## src/rtl/mem_interface.sv

```systemverilog
// Memory-side stage of the multicycle MIPS datapath: runs a req/ack transaction to
// variable-latency memory, owns IR and MDR, and stalls the Controller via MemBusy.
module mem_interface #(
    parameter int unsigned DATA_W  = 32,
    parameter int unsigned ADDR_W  = 32,
    parameter int unsigned TIMEOUT = 255
) (
    input  logic              Clk,
    input  logic              Reset,
    input  logic              MemRead,
    input  logic              MemWrite,
    input  logic              lorD,
    input  logic              IRWrite,
    input  logic [ADDR_W-1:0] PC,
    input  logic [ADDR_W-1:0] ALUOut,
    input  logic [DATA_W-1:0] B,
    output logic              MemBusy,
    output logic [DATA_W-1:0] Instr,
    output logic [DATA_W-1:0] MDR,
    output logic              BusErr,
    output logic              mem_req,
    output logic              mem_we,
    output logic [ADDR_W-1:0] mem_addr,
    output logic [DATA_W-1:0] mem_wdata,
    input  logic              mem_ack,
    input  logic [DATA_W-1:0] mem_rdata
);

    typedef enum logic [1:0] {StIdle, StReq, StDone} state_e;

    localparam logic [15:0] CntLast = 16'(TIMEOUT - 1);

    state_e              state_q, state_d;
    logic [DATA_W-1:0]   instr_q, instr_d;
    logic [DATA_W-1:0]   mdr_q, mdr_d;
    logic [ADDR_W-1:0]   addr_q, addr_d;
    logic [DATA_W-1:0]   wdata_q, wdata_d;
    logic                req_q, req_d;
    logic                we_q, we_d;
    logic                ir_sel_q, ir_sel_d;
    logic                bus_err_q, bus_err_d;
    logic [15:0]         cnt_q, cnt_d;
    logic                start;

    assign start = MemRead | MemWrite;

    always_comb begin
        state_d   = state_q;
        instr_d   = instr_q;
        mdr_d     = mdr_q;
        addr_d    = addr_q;
        wdata_d   = wdata_q;
        req_d     = req_q;
        we_d      = we_q;
        ir_sel_d  = ir_sel_q;
        bus_err_d = bus_err_q;
        cnt_d     = cnt_q;
        case (state_q)
            StIdle: begin
                if (start) begin
                    addr_d   = lorD ? ALUOut : PC;
                    wdata_d  = B;
                    we_d     = MemWrite;
                    // A simultaneous read+write is treated as a write, so the IR stays put
                    ir_sel_d = IRWrite & ~MemWrite;
                    req_d    = 1'b1;
                    cnt_d    = '0;
                    state_d  = StReq;
                end
            end
            StReq: begin
                if (mem_ack) begin
                    req_d = 1'b0;
                    if (!we_q) begin
                        mdr_d = mem_rdata;
                        if (ir_sel_q) begin
                            instr_d = mem_rdata;
                        end
                    end
                    state_d = StDone;
                end else if (cnt_q == CntLast) begin
                    bus_err_d = 1'b1;
                    req_d     = 1'b0;
                    state_d   = StDone;
                end else begin
                    cnt_d = cnt_q + 16'd1;
                end
            end
            StDone: begin
                cnt_d   = '0;
                state_d = StIdle;
            end
            default: state_d = StIdle;
        endcase
    end

    always_ff @(posedge Clk) begin
        if (Reset) begin
            state_q   <= StIdle;
            instr_q   <= '0;
            mdr_q     <= '0;
            addr_q    <= '0;
            wdata_q   <= '0;
            req_q     <= 1'b0;
            we_q      <= 1'b0;
            ir_sel_q  <= 1'b0;
            bus_err_q <= 1'b0;
            cnt_q     <= '0;
        end else begin
            state_q   <= state_d;
            instr_q   <= instr_d;
            mdr_q     <= mdr_d;
            addr_q    <= addr_d;
            wdata_q   <= wdata_d;
            req_q     <= req_d;
            we_q      <= we_d;
            ir_sel_q  <= ir_sel_d;
            bus_err_q <= bus_err_d;
            cnt_q     <= cnt_d;
        end
    end

    assign MemBusy   = (state_q == StReq) | ((state_q == StIdle) & start);
    assign Instr     = instr_q;
    assign MDR       = mdr_q;
    assign BusErr    = bus_err_q;
    assign mem_req   = req_q;
    assign mem_we    = we_q;
    assign mem_addr  = addr_q;
    assign mem_wdata = wdata_q;

endmodule

```

## config.mk

```make
export PLATFORM = sky130hd
export DESIGN_NAME = mem_interface
export DESIGN_NICKNAME = d
export VERILOG_FILES = /design/src/rtl/mem_interface.sv
export SDC_FILE = /design/constraint.sdc
export NUM_CORES = 1
export LEC_CHECK = 0
export CAP_MARGIN = 20
export CORE_MARGIN = 1.5
export CORE_UTILIZATION = 41
export DETAILED_ROUTE_END_ITERATION = 8
export PLACE_DENSITY = 0.78
export SKIP_LAST_GASP = 1
export SYNTH_ARGS = -nofsm -noshare
export SYNTH_HDL_FRONTEND = slang
export SYNTH_SLANG_ARGS = --single-unit
```

## constraint.sdc

```tcl
create_clock -name Clk -period 2.6 [get_ports Clk]
set_input_delay 0.52 -clock Clk [delete_from_list [all_inputs] [get_ports Clk]]
set_output_delay 0.52 -clock Clk [all_outputs]
set_load 0.05 [all_outputs]
```

# Word level (Yosys, flattened, before mapping)
# Index checks and enable logic that the tools add are counted.
# classes
n_mux,13
n_eq_ne,7
reduce_logical,10
add_sub_neg,1
n_bitwise,7
# op_table
operator,count
2-to-1 mux 16 bit,3
one-hot mux 16 bit (3 select lines),1
2-to-1 mux 32 bit,1
adder 16 x 1 -> 16 bit (second input constant),1
== test 16 x 8 -> 1 bit (second input constant),1
AND reduction 3 bit,3
AND reduction 4 bit,2
2-to-1 mux 2 bit,3
inequality test 2 bit (second input constant),3
one-hot mux 2 bit (2 select lines),1
AND reduction 2 bit,2
2-to-1 mux 1 bit,3
inequality test 3 bit (second input constant),1
inverter 1 bit,3
nonzero test 3 bit,1
AND 1 bit,2
== test 2 x 1 -> 1 bit (second input constant),1
== test 2 bit (second input constant),1
logical NOT 2 bit,1
bitwise OR 1 bit,2
one-hot mux 1 bit (2 select lines),1
nonzero test 2 bit,1
# totals
reg_bits,150
output_inout_bits,132
word_cells,48
input_bits,135

# Longest topological paths before layout
# Gate-level depths: netlist of run 1.
# depth
ltp_word,4
depth_mapped,8
ltp_nobuf,7

# Worst setup path after synthesis of run 1
# Ideal clock, no wire load.
# synth_path
kind,reg-to-reg
startpoint,register cnt_q[7]
endpoint,register cnt_q[12]
setup_slack_ps,506
path_buffers,2
arrival_time_ps,2007
required_ps,2513
path_stages_with_launch,8
period_less_slack_ps,2094
setup_ps,87
path_cell_list,dfxtp_1 buf_4 or4b_1 or4_1 buf_6 a211oi_4 o21ai_0 o31ai_1
# synth_via
elab_chain_cells,4
elab_cells_between_ends,7
classes_between,add/sub: 1; eq/ne: 2; mux: 3; reduce/logical: 1
# synth_rtl
item,line_no,source
from (decl),42,"logic [15:0] cnt_q, cnt_d;"
from (signal assigned),119,cnt_q <= cnt_d;
adder 16 x 1 -> 16 bit,86,cnt_d = cnt_q + 16'd1;
2-to-1 mux 16 bit,81,end else if (cnt_q == CntLast) begin
2-to-1 mux 16 bit,72,if (mem_ack) begin
one-hot mux 16 bit (3 select lines),58,case (state_q)
# Several ways; a longest one is shown, not always the timed one. The select of a mux whose other input is x is not followed.
# A chain may end at the register's enable or synchronous reset.

# Worst setup path in the final report of run 1
# layout_path
startpoint,register cnt_q[9]
endpoint,register cnt_q[12]
# The elaborated chain is that of the path after synthesis.

==> impl_metrics.env, run 1 <==
export IMPL_firstDrtPassIters=5
export IMPL_initial_core_util_pct=41.83
export IMPL_finalCritPeriodShare_pct=92.25
export IMPL_routedWlPerCell_um=14.65
export IMPL_wl_met1_um=6558
export IMPL_crit_start="cnt_q[9]$_SDFFE_PP0P_"
export IMPL_dieWidth_um=121.8
export IMPL_num_rows=43
export IMPL_worstPathArrival_ps=2730
export IMPL_hold_violations=0
export IMPL_final_nets=1094
export IMPL_endpoint_kind="register"
export IMPL_syn_to_final_growth_pct=59.51
export IMPL_fin_setup_tns_ps=0
export IMPL_globalRouteOverflowTotal=0
export IMPL_synth_cells=706
export IMPL_cts_tree="done"
export IMPL_sequentialPowerShare_pct=39.0
export IMPL_n_antenna_cell=0
export IMPL_synth_edff_count=0
export IMPL_drtAntennaViolNets=0
export IMPL_period_needed_ps=2399
export IMPL_timing_fmax_mhz=416.9
export IMPL_postCtsSetupBuffers=0
export IMPL_peakVddDrop_mv=0.4397
export IMPL_clk_pin_slew_ps=60
export IMPL_vias_per_cell=5.034
export IMPL_syn_area_per_cell_um2=8.193
export IMPL_synth_top_cells_by_area="dfxtp_1 52%, nand2_1 13%, a21oi_1 9.5%, mux2i_1 5.5%, a211oi_1 4.4%"
export IMPL_finalInstanceArea_mm2=0.009226
export IMPL_slew_viol_final=0
export IMPL_fillers=1159
export IMPL_cts_sinks=150
export IMPL_outcome="finished clean"
export IMPL_netlist_area_leader_share_pct=51.91
export IMPL_grt_pass1_wl_um=26790
export IMPL_cts_buffers=17
export IMPL_highest_layer="met4"
export IMPL_port_buffers=266
export IMPL_hold_class="reg2reg"
export IMPL_grt_setup_unrepaired="no"
export IMPL_clock_skew_final_ps=5.610
export IMPL_crit_end="cnt_q[12]$_SDFFE_PP0P_"
export IMPL_yosys_area_top_type="dfxtp_1"
export IMPL_cts_resized=0
export IMPL_insertion_delay_ps=420
export IMPL_p_switching_w=0.001866
export IMPL_die_area_mm2=0.01483
export IMPL_antenna_found_initial=0
export IMPL_ys_ff_latch=150
export IMPL_place_area_mm2=0.008631
export IMPL_finalSetupViolCount=0
export IMPL_holdWs_ps=452.0
export IMPL_internal_power_w=0.004568
export IMPL_r2r_cells=5
export IMPL_synthTopCellsByCount="204 x nand2_1, 150 x dfxtp_1, 110 x a21oi_1, 46 x nor2_1, 43 x clkbuf_1"
export IMPL_routabilityCongestion=0.9087
export IMPL_leakage_nw=3.350
export IMPL_power_frac_clock_pct=38.5
export IMPL_grt_use_total_pct=22.78
export IMPL_comb_power_share_pct=22.5
export IMPL_ys_types=40
export IMPL_grt_pass1_vias=5526
export IMPL_die_height_um=121.8
export IMPL_cap_violations=0
export IMPL_drtIter0Drc=386
export IMPL_synthFlopType="dfxtp_1"
export IMPL_cts_max_level=4
export IMPL_timing_rr_start="cnt_q[9]$_SDFFE_PP0P_"
export IMPL_wl_met3_um=1633
export IMPL_grt_max_degree=63
export IMPL_ios=267
export IMPL_p_per_area_mw_per_mm2=697.3
export IMPL_reg2reg_slack_ps=200
export IMPL_worstPathMaxFanout=7
export IMPL_slew_headroom_pct=57.01
export IMPL_yosysMostFrequentCell="nand2_1"
export IMPL_clk_path_buf_depth=2
export IMPL_worst_pin_slew_ps=644.9
export IMPL_drive_above_1_share_pct=5.791
export IMPL_synth_warnings=0
export IMPL_root_buffer="clkbuf_16"
export IMPL_drc_errors=0
export IMPL_dr_wl_met2_um=8056
export IMPL_ctsHoldBuffers=0
export IMPL_sw_frac_of_total_pct=29.00
export IMPL_dp_hpwl_um=11760
export IMPL_core_mm2=0.01383
export IMPL_worst_ep_required_time_ps=2930
export IMPL_fin_util_pct=66.73
export IMPL_ys_seq_area_share_pct=51.91
export IMPL_via_count=5774
export IMPL_critPathKind="reg2reg"
export IMPL_stdcell_count=1147
export IMPL_place_inst=1118
export IMPL_wirelength_um=16800
export IMPL_worst_setup_path_start_kind="register"
export IMPL_async_flop_share_pct=0
export IMPL_synthesis_area_mm2=0.005784
export IMPL_syn_num_nets=843
export IMPL_r2r_end="cnt_q[12]$_SDFFE_PP0P_"
-- power groups by stage --
stage | combinational [W] | clock, W | sequential, W
6_report | 0.00145 | 0.00248 | 0.00251
3_5_place_dp | 0.00145 | 0 | 0.00256
4_1_cts | 0.00146 | 0.00252 | 0.00251
3_3_place_gp | 0.00144 | 0 | 0.00255
2_1_floorplan | 0.000376 | 0 | 0.00303
5_1_grt | 0.00154 | 0.00262 | 0.00253
-- metrics by stage --
step,total power (W),setup slack (ps)
finish,0.006433,201.5
CTS,0.006486,222.6
floorplan,0.003402,506.0
global placement,0.003999,287.7
global route,0.006685,39.29
detailed placement,0.004010,247.2
-- cells in the final DEF, fill, tap and decap left out, drive strengths merged, types with 2 or more instances in the layout --
cell / Yosys / routed
a211oi: 35 / 35
a21oi: 111 / 111
a31oi: 6 / 6
a41oi: 2 / 2
and3: 2 / 2
buf: 9 / 21
bufinv: 0 / 3
clkbuf: 43 / 21
clkdlybuf4s50: 0 / 263
clkinvlp: 0 / 4
dfxtp: 150 / 150
ha: 2 / 2
inv: 3 / 3
mux2i: 32 / 32
nand2: 204 / 204
nand2b: 3 / 3
nand3: 10 / 10
nand3b: 2 / 2
nand4: 3 / 3
nor2: 47 / 47
nor2b: 2 / 2
nor3: 5 / 5
o21ai: 16 / 16
o31ai: 4 / 4
or3: 2 / 2
or4: 3 / 3
-- area by class of cell --
type / count / area (µm²) / area share [%]
multi-input cells: 501 / 2579 / 27.95
well taps: 180 / 225.2 / 2.441
clock buffers: 21 / 470.5 / 5.099
flip-flops and latches: 150 / 3003 / 32.55
repair buffers: 284 / 2813 / 30.49
clock inverters: 8 / 125.1 / 1.356
inverters: 3 / 11.26 / 0.1221
-- metal layers --
layer	up-vias	track usage, %
li1	2899	-
met4	0	9.191
met2	242	38.48
met1	2594	25.46
met5	-	0
met3	39	9.316
-- worst min path at each step --
stage	endpoint	depth (start not counted)	start	slack, ps
final	Instr[18]$_SDFFE_PP0P_	2	Instr[18]$_SDFFE_PP0P_	450
after global routing	mem_wdata[2]$_SDFFE_PP0P_	2	mem_wdata[2]$_SDFFE_PP0P_	470
after CTS	MDR[24]$_SDFFE_PP0P_	2	MDR[24]$_SDFFE_PP0P_	450
after detailed placement	MDR[4]$_SDFFE_PP0P_	2	MDR[4]$_SDFFE_PP0P_	450
after global placement	Instr[30]$_SDFFE_PP0P_	2	Instr[30]$_SDFFE_PP0P_	440
after floorplan	cnt_q[15]$_SDFFE_PP0P_	1	cnt_q[15]$_SDFFE_PP0P_	430
-- cell families (layout without fill, tap and decap cells) --
| family | after synthesis | after routing | synth area share [%] |
|---|---|---|---|
| and+or+nand+nor | 291 | 291 | 20.66 |
| buffers and inverters | 55 | 316 | 3.785 |
| adders and majority gates | 2 | 2 | 0.4326 |
| DFF | 150 | 150 | 51.91 |
| AOI/OAI and AO/OA | 176 | 176 | 17.67 |
| muxes | 32 | 32 | 5.538 |
-- sequential cells by signal, indices dropped and copies added (netlist names), 2 cells and up --
signal,count
Instr,32
mem_wdata,32
mem_addr,32
state_q,2
MDR,32
cnt_q,16
-- worst max-delay path: stages, from the launching register on --
cell	delay [ps]
dfxtp_1	340
or4_1	560
or4_1	740
a211oi_4	440
o21ai_0	160
o31ai_1	80
Note: power is estimated with default switching activity, not from simulation.
==> run 2: changes to the inputs <==
CORE_UTILIZATION = 37   (was 41)
PLACE_DENSITY = 0.71   (was 0.78)
==> run 2 against run 1 <==
Non-clock buffer count grew 1. Die area up 11%. Hold slack lost 1.8 ps. Critical endpoint is now cnt_q[15]$_SDFFE_PP0P_. Final cell count is 3.1% higher. Clock skew up 0.76 ps. Highest routed layer unchanged. Routed wire length rose by 2.3%. Design area rose by 0.72%. Count of clock-buffer cells in the layout decreased by 2.
==> impl_metrics.env, run 2 (synthesized netlist as in run 1, its figures left out) <==
export IMPL_outcome="finished clean"
export IMPL_antenna_found_initial=0
export IMPL_sequentialPowerShare_pct=38.9
export IMPL_port_buffers=266
export IMPL_cts_max_level=4
export IMPL_slew_headroom_pct=60.45
export IMPL_r2r_cells=5
export IMPL_vias_per_cell=4.814
export IMPL_period_needed_ps=2349
export IMPL_drtAntennaViolNets=0
export IMPL_comb_power_share_pct=22.5
export IMPL_die_area_mm2=0.01639
export IMPL_wirelength_um=17180
export IMPL_initial_core_util_pct=37.91
export IMPL_dp_hpwl_um=12300
export IMPL_grt_use_total_pct=20.95
export IMPL_sw_frac_of_total_pct=30.85
export IMPL_worstPathArrival_ps=2680
export IMPL_ios=267
export IMPL_grt_max_degree=59
export IMPL_via_count=5690
export IMPL_grt_setup_unrepaired="no"
export IMPL_clk_path_buf_depth=2
export IMPL_root_buffer="clkbuf_16"
export IMPL_final_nets=1095
export IMPL_finalCritPeriodShare_pct=90.33
export IMPL_dieWidth_um=128.0
export IMPL_ctsHoldBuffers=0
export IMPL_drtIter0Drc=310
export IMPL_worst_setup_path_start_kind="register"
export IMPL_internal_power_w=0.004471
export IMPL_timing_fmax_mhz=425.8
export IMPL_num_rows=45
export IMPL_leakage_nw=3.374
export IMPL_syn_to_final_growth_pct=60.65
export IMPL_finalPower_w=0.006465
export IMPL_peakVddDrop_mv=0.3854
export IMPL_cap_violations=0
export IMPL_min_path_cells=2
export IMPL_critPathKind="reg2reg"
export IMPL_slew_viol_final=0
export IMPL_p_switching_w=0.001995
export IMPL_grt_pass1_vias=5335
export IMPL_cts_resized=0
export IMPL_post_place_ws_ps=258.9
export IMPL_hold_violations=0
export IMPL_clk_pin_slew_ps=60
export IMPL_n_antenna_cell=0
export IMPL_insertion_delay_ps=420
export IMPL_firstDrtPassIters=5
export IMPL_drc_errors=0
export IMPL_drive_above_1_share_pct=6.179
export IMPL_cts_buffers=17
export IMPL_worst_ep_required_time_ps=2930
export IMPL_worst_pin_slew_ps=593.3
export IMPL_routabilityCongestion=0.8543
export IMPL_globalRouteOverflowTotal=0
export IMPL_postCtsSetupBuffers=0
export IMPL_hold_class="reg2reg"
export IMPL_p_per_area_mw_per_mm2=695.7
export IMPL_worstPathMaxFanout=8
export IMPL_clock_skew_final_ps=6.370
export IMPL_endpoint_kind="register"
export IMPL_grt_pass1_wl_um=27110
export IMPL_die_height_um=128.0
export IMPL_fin_setup_tns_ps=0
export IMPL_core_mm2=0.01526
export IMPL_routedWlPerCell_um=14.54
export IMPL_cts_tree="done"
export IMPL_finalSetupViolCount=0
export IMPL_power_frac_clock_pct=38.6
export IMPL_final_common_cell="clkdlybuf4s50_1"
export IMPL_cts_sinks=150
export IMPL_final_cell_mix="263 x clkdlybuf4s50_1, 204 x nand2_1, 150 x dfxtp_1"
export IMPL_fin_ws_ps=251.5
## run 2: cell count changes in the layout (fill, tap and decap cells not counted)
cell,delta
inv_8,+2
inv_6,+4
clkinv_4,+4
clkinv_2,-1
buf_12,+1
bufinv_16,-1
clkinvlp_4,-3
clkbuf_8,-2
## run 2: path summary, 6_finish.rpt
| check | start | end | slack [ps] |
|---|---|---|---|
| max | cnt_q[8]$_SDFFE_PP0P_ | cnt_q[15]$_SDFFE_PP0P_ | 250 |
| min | mem_wdata[16]$_SDFFE_PP0P_ | mem_wdata[16]$_SDFFE_PP0P_ | 450 |
| max reg2reg | cnt_q[8]$_SDFFE_PP0P_ | cnt_q[15]$_SDFFE_PP0P_ | 250 |
| min reg2reg | mem_wdata[16]$_SDFFE_PP0P_ | mem_wdata[16]$_SDFFE_PP0P_ | 450 |
## run 2: metal layers
metal,global-route usage (%),part of all wire [%],up-vias
met5,0,0,-
met4,7.138,1.7,0
met3,7.888,7.7,23
met2,35.23,49,203
met1,24.57,42,2560
li1,-,-,2904
## run 2: cell type report
class                      instances  area (µm²)
sequential                       150        3003
clock buffer                      19       442.9
fill                            1391        5966
timing repair buffer             285        2833
clock inverter                    13       160.2
multi-input combinational        501        2579
tap                              211       264.0
inverter                           3       11.26
## run 2: metrics by stage
step           hold slack (ps)  std cells  cell area (µm²)  util (%)
2_1_floorplan            425.4        706             5784         -
3_3_place_gp             440.6       1150             8690     56.95
3_5_place_dp             446.6       1150             8690     56.95
4_1_cts                  455.1       1182             9293     60.90
5_1_grt                  466.2       1182             9293     60.90
6_report                 450.3       1182             9293     60.90
## run 2: power by group through the flow
stage | Clock, W | Sequential (W) | Combinational [W]
after floorplan | 0 | 0.00303 | 0.000376
after CTS | 0.00254 | 0.00251 | 0.00147
final | 0.00250 | 0.00251 | 0.00145
after detailed placement | 0 | 0.00256 | 0.00146
after global routing | 0.00265 | 0.00253 | 0.00155
after global placement | 0 | 0.00256 | 0.00146
## run 2: critical path: stages (launching register included)
cell      delay, ps
dfxtp_1         370
or4b_1          540
or4_1           720
a211oi_4        420
o21ai_0         140
o31ai_1          80
==> run 3: changes to the inputs <==
CAP_MARGIN = 10   (was 20)
SLEW_MARGIN = 10   (was default)
==> results of run 3 <==
No change in the layout: final DEF, timing and power equal those of run 2.
==> edit 1, RTL diff (settings of run 3) <==
Change the parameter `ADDR_W` from 32 to 64.
--- a/src/rtl/mem_interface.sv
+++ b/src/rtl/mem_interface.sv
@@ -3,5 +3,5 @@
 module mem_interface #(
     parameter int unsigned DATA_W  = 32,
-    parameter int unsigned ADDR_W  = 32,
+    parameter int unsigned ADDR_W  = 64,
     parameter int unsigned TIMEOUT = 255
 ) (
Ports: changed (resized ALUOut, PC and mem_addr); port bits go from 267 to 363. No check against the original RTL was run, so the function may have changed too.
==> edit 1 against run 3 <==
  * Final area is 25% higher
  * Global-route usage is 1.9 points higher
  * Power is 20% higher
  * Wire length is 38% higher
  * Sequential cell count is 32 higher
  * Worst hold slack better by 0.0017 ns
  * Synthesized area is 24% higher
  * Setup slack worse by 0.045 ns
  * Count of clock-buffer cells in the layout is 1 lower
  * Largest power group unchanged
  * Highest routed layer unchanged
==> edit 1: results (changes against run 3) <==
stage	metric	value	unit	change
cells_and_area	signal_buffers	383		+34%
clocking	cts_sinks	182		+21%
detailed_routing	firstDrtPassIters	4		-1
cells_and_area	clockNetworkAreaShare	0.0497		-0.0152
cells_and_area	fillCellCount	1665		+20%
worst_hold_path	whs_endpoint	mem_wdata[1]		
synth	synth_nets	1049		+24%
cells_and_area	multi_input_area_share	0.280		+0.00231
placement	dpl_cell_area	11100	um2	+27%
die	n_tap_cell	260		+23%
placement	finalWeightedCongestion	0.854		about the same
synth	synthAdderAreaFrac	0.00350		-0.000830
sta	tightest_slew	0.613	ns	+0.0196 ns
cells_and_area	clock_buffers	18		-1
synth	synthMuxAreaShare	0.0895		+0.0341
synth	yosys-top-cells-area	dfxtp_1 (51%), nand2_1 (11%), mux2i_1 (8.9%)		
cells_and_area	dominant_cells	buffers		
grt	antenna_found_initial	2		+2
pwr	ir_worst_vdd	0.000435	V	+13%
cells_and_area	buf_share	0.329		+0.0237
placement	dp_hpwl	17.9	mm	+45%
synth	ys_seq_area_frac	0.509		-0.0101
synth	synth_compound_area_frac	0.176		-0.000357
outcome	outcome	completed		
grt	grt_pass1_wl	35.4	mm	+31%
pwr	p_leak	4.30	nW	+27%
grt	grt_pass1_vias	6463		+21%
worst_setup_path	crit_end	cnt_q[11]		
sta	whs	0.452	ns	+0.00166 ns
sta	clock_skew	0.00502	ns	-0.00135 ns
detailed_routing	wl	23.8	mm	+38%
grt	grt_max_degree	77		+31%
grt	grt_use_total	0.229		+0.0192
synth	syn_area_per_cell	8.44	um2	+3.0%
cells_and_area	drive_gt1_frac	0.0526		-0.00916
placement	io_buffer_count	362		+36%
==> edit 1: cell types whose count changed in the layout (fill, tap and decap cells not counted), sizes merged <==
cell,delta
clkinv,-2
buf,+2
dfxtp,+32
bufinv,-1
nor2,+32
mux2i,+32
diode,+1
clkdlybuf4s50,+96
clkinvlp,+2
inv,+2
a211oi,+32
clkbuf,-1
==> edit 1: power by group through the flow <==
stage	clock network [mW]	registers (mW)	logic [mW]
floorplan	0	3.84	0.528
global placement	0	3.15	2.11
detailed placement	0	3.16	2.12
CTS	2.62	3.09	2.12
global route	2.73	3.11	2.22
finish	2.55	3.09	2.11
==> edit 1: routing by layer <==
layer  GRT usage  part of all wire  up-vias
met2       0.398              0.49      257
met4      0.0939             0.029        0
met5           0                 0        -
met1       0.264              0.40     3204
met3      0.0653             0.075       36
li1            -                 -     3599
==> edit 2, RTL diff (config.mk and constraints of run 3) <==
Without the edit above. Re-encode `state_e` (3 states) as one-hot, 3 bits wide.
--- a/src/rtl/mem_interface.sv
+++ b/src/rtl/mem_interface.sv
@@ -27,5 +27,5 @@
 );
 
-    typedef enum logic [1:0] {StIdle, StReq, StDone} state_e;
+    typedef enum logic [2:0] {StIdle = 3'b001, StReq = 3'b010, StDone = 3'b100} state_e;
 
     localparam logic [15:0] CntLast = 16'(TIMEOUT - 1);
Function: no difference found for any inputs over 4 cycles, from zero or initial values and one cycle with Reset high; so few cycles prove little.
==> edit 2 against run 3 <==
  * Synthesized area grew 0.67%
  * Wire length shrank 0.56%
  * Sequential cell count grew 1
  * Fmax grew 1.6%
  * Power shrank 2.2%
  * Worst hold slack is essentially flat
  * Final cell count shrank 0.76%
  * Clock power shrank 5%
  * Clock skew is essentially flat
  * Setup slack gained 0.037 ns
  * Count of clock-buffer cells in the layout shrank 2
  * Final area shrank 0.79%
  * Critical path type unchanged
==> edit 2: results (changes against run 3) <==
stage	metric	value	unit	change
worst_hold_path	hold_start	MDR[15]		
placement	place_inst	1142		-0.70%
cells_and_area	layoutNonFillerInstCount	1173		-0.76%
worst_hold_path	whs_endpoint	MDR[15]		
synth	synth_commonest_cells	nand2_1 (203), dfxtp_1 (151), a21oi_1 (106)		
worst_setup_path	arrival	2.64	ns	-0.04 ns
detailed_routing	drt-met1-wl	7.12	mm	-1.6%
synth	ys_types	39		-2.5%
grt	met2_usage	0.340		-0.0127
placement	dp_hpwl	12.0	mm	-2.6%
detailed_routing	wl_per_cell	14.6	um	+0.20%
grt	grt_pass1_wl	26.9	mm	-0.89%
sta	tightest_slew	1.06	ns	+0.463 ns
grt	grt_max_degree	102		+73%
cells_and_area	drive_gt1_frac	0.0561		-0.00566
grt	use_met1	0.242		-0.00342
grt	met3_usage	0.0952		+0.0163
synth	synthAdderAreaFrac	0.00430		-0.0000288
placement	pre_cts_ws	0.301	ns	+0.0420 ns
detailed_routing	dr_wl_met2	8.02	mm	-3.9%
synth	synth_compound_area_frac	0.177		+0.000757
pwr	p_leak	3.31	nW	-1.9%
outcome	outcome	completed		
worst_setup_path	r2r_setup_slack	0.29	ns	+0.04 ns
detailed_routing	avgViaCountPerCell	4.85		+0.70%
pwr	switching_power	1.98	mW	-0.65%
detailed_routing	drtIter0Drc	250		-19%
grt	grt_pass1_vias	5356		+0.39%
placement	dpl_cell_area	8650	um2	-0.49%
pwr	swShare	0.313		+0.00483
sta	max_freq	0.433	GHz	+1.6%
worst_setup_path	critical_path.max_stage_delay	0.68	ns	-0.04 ns
-- edit 2: worst max path at each step --
| stage | from | end | slack (ns) | cells after the start |
|---|---|---|---|---|
| 2_1_floorplan | cnt_q[8] | cnt_q[7] | 0.56 | 7 |
| 3_3_place_gp | cnt_q[8] | cnt_q[3] | 0.35 | 5 |
| 3_5_place_dp | cnt_q[8] | cnt_q[7] | 0.30 | 5 |
| 4_1_cts | mem_we | mem_we | 0.27 | 1 |
| 5_1_grt | cnt_q[8] | cnt_q[15] | 0.19 | 5 |
| 6_report | cnt_q[8] | cnt_q[7] | 0.29 | 5 |
-- edit 2: layout make-up --
| type | instances | area [um2] | share of cell area |
|---|---|---|---|
| timing repair buffer | 280 | 2770 | 0.300 |
| clock buffer | 17 | 425 | 0.0461 |
| clock inverter | 14 | 146 | 0.0159 |
| sequential | 151 | 3020 | 0.328 |
| tap | 211 | 264 | 0.0286 |
| multi-input combinational | 498 | 2580 | 0.280 |
| inverter | 2 | 7.51 | 0.000814 |
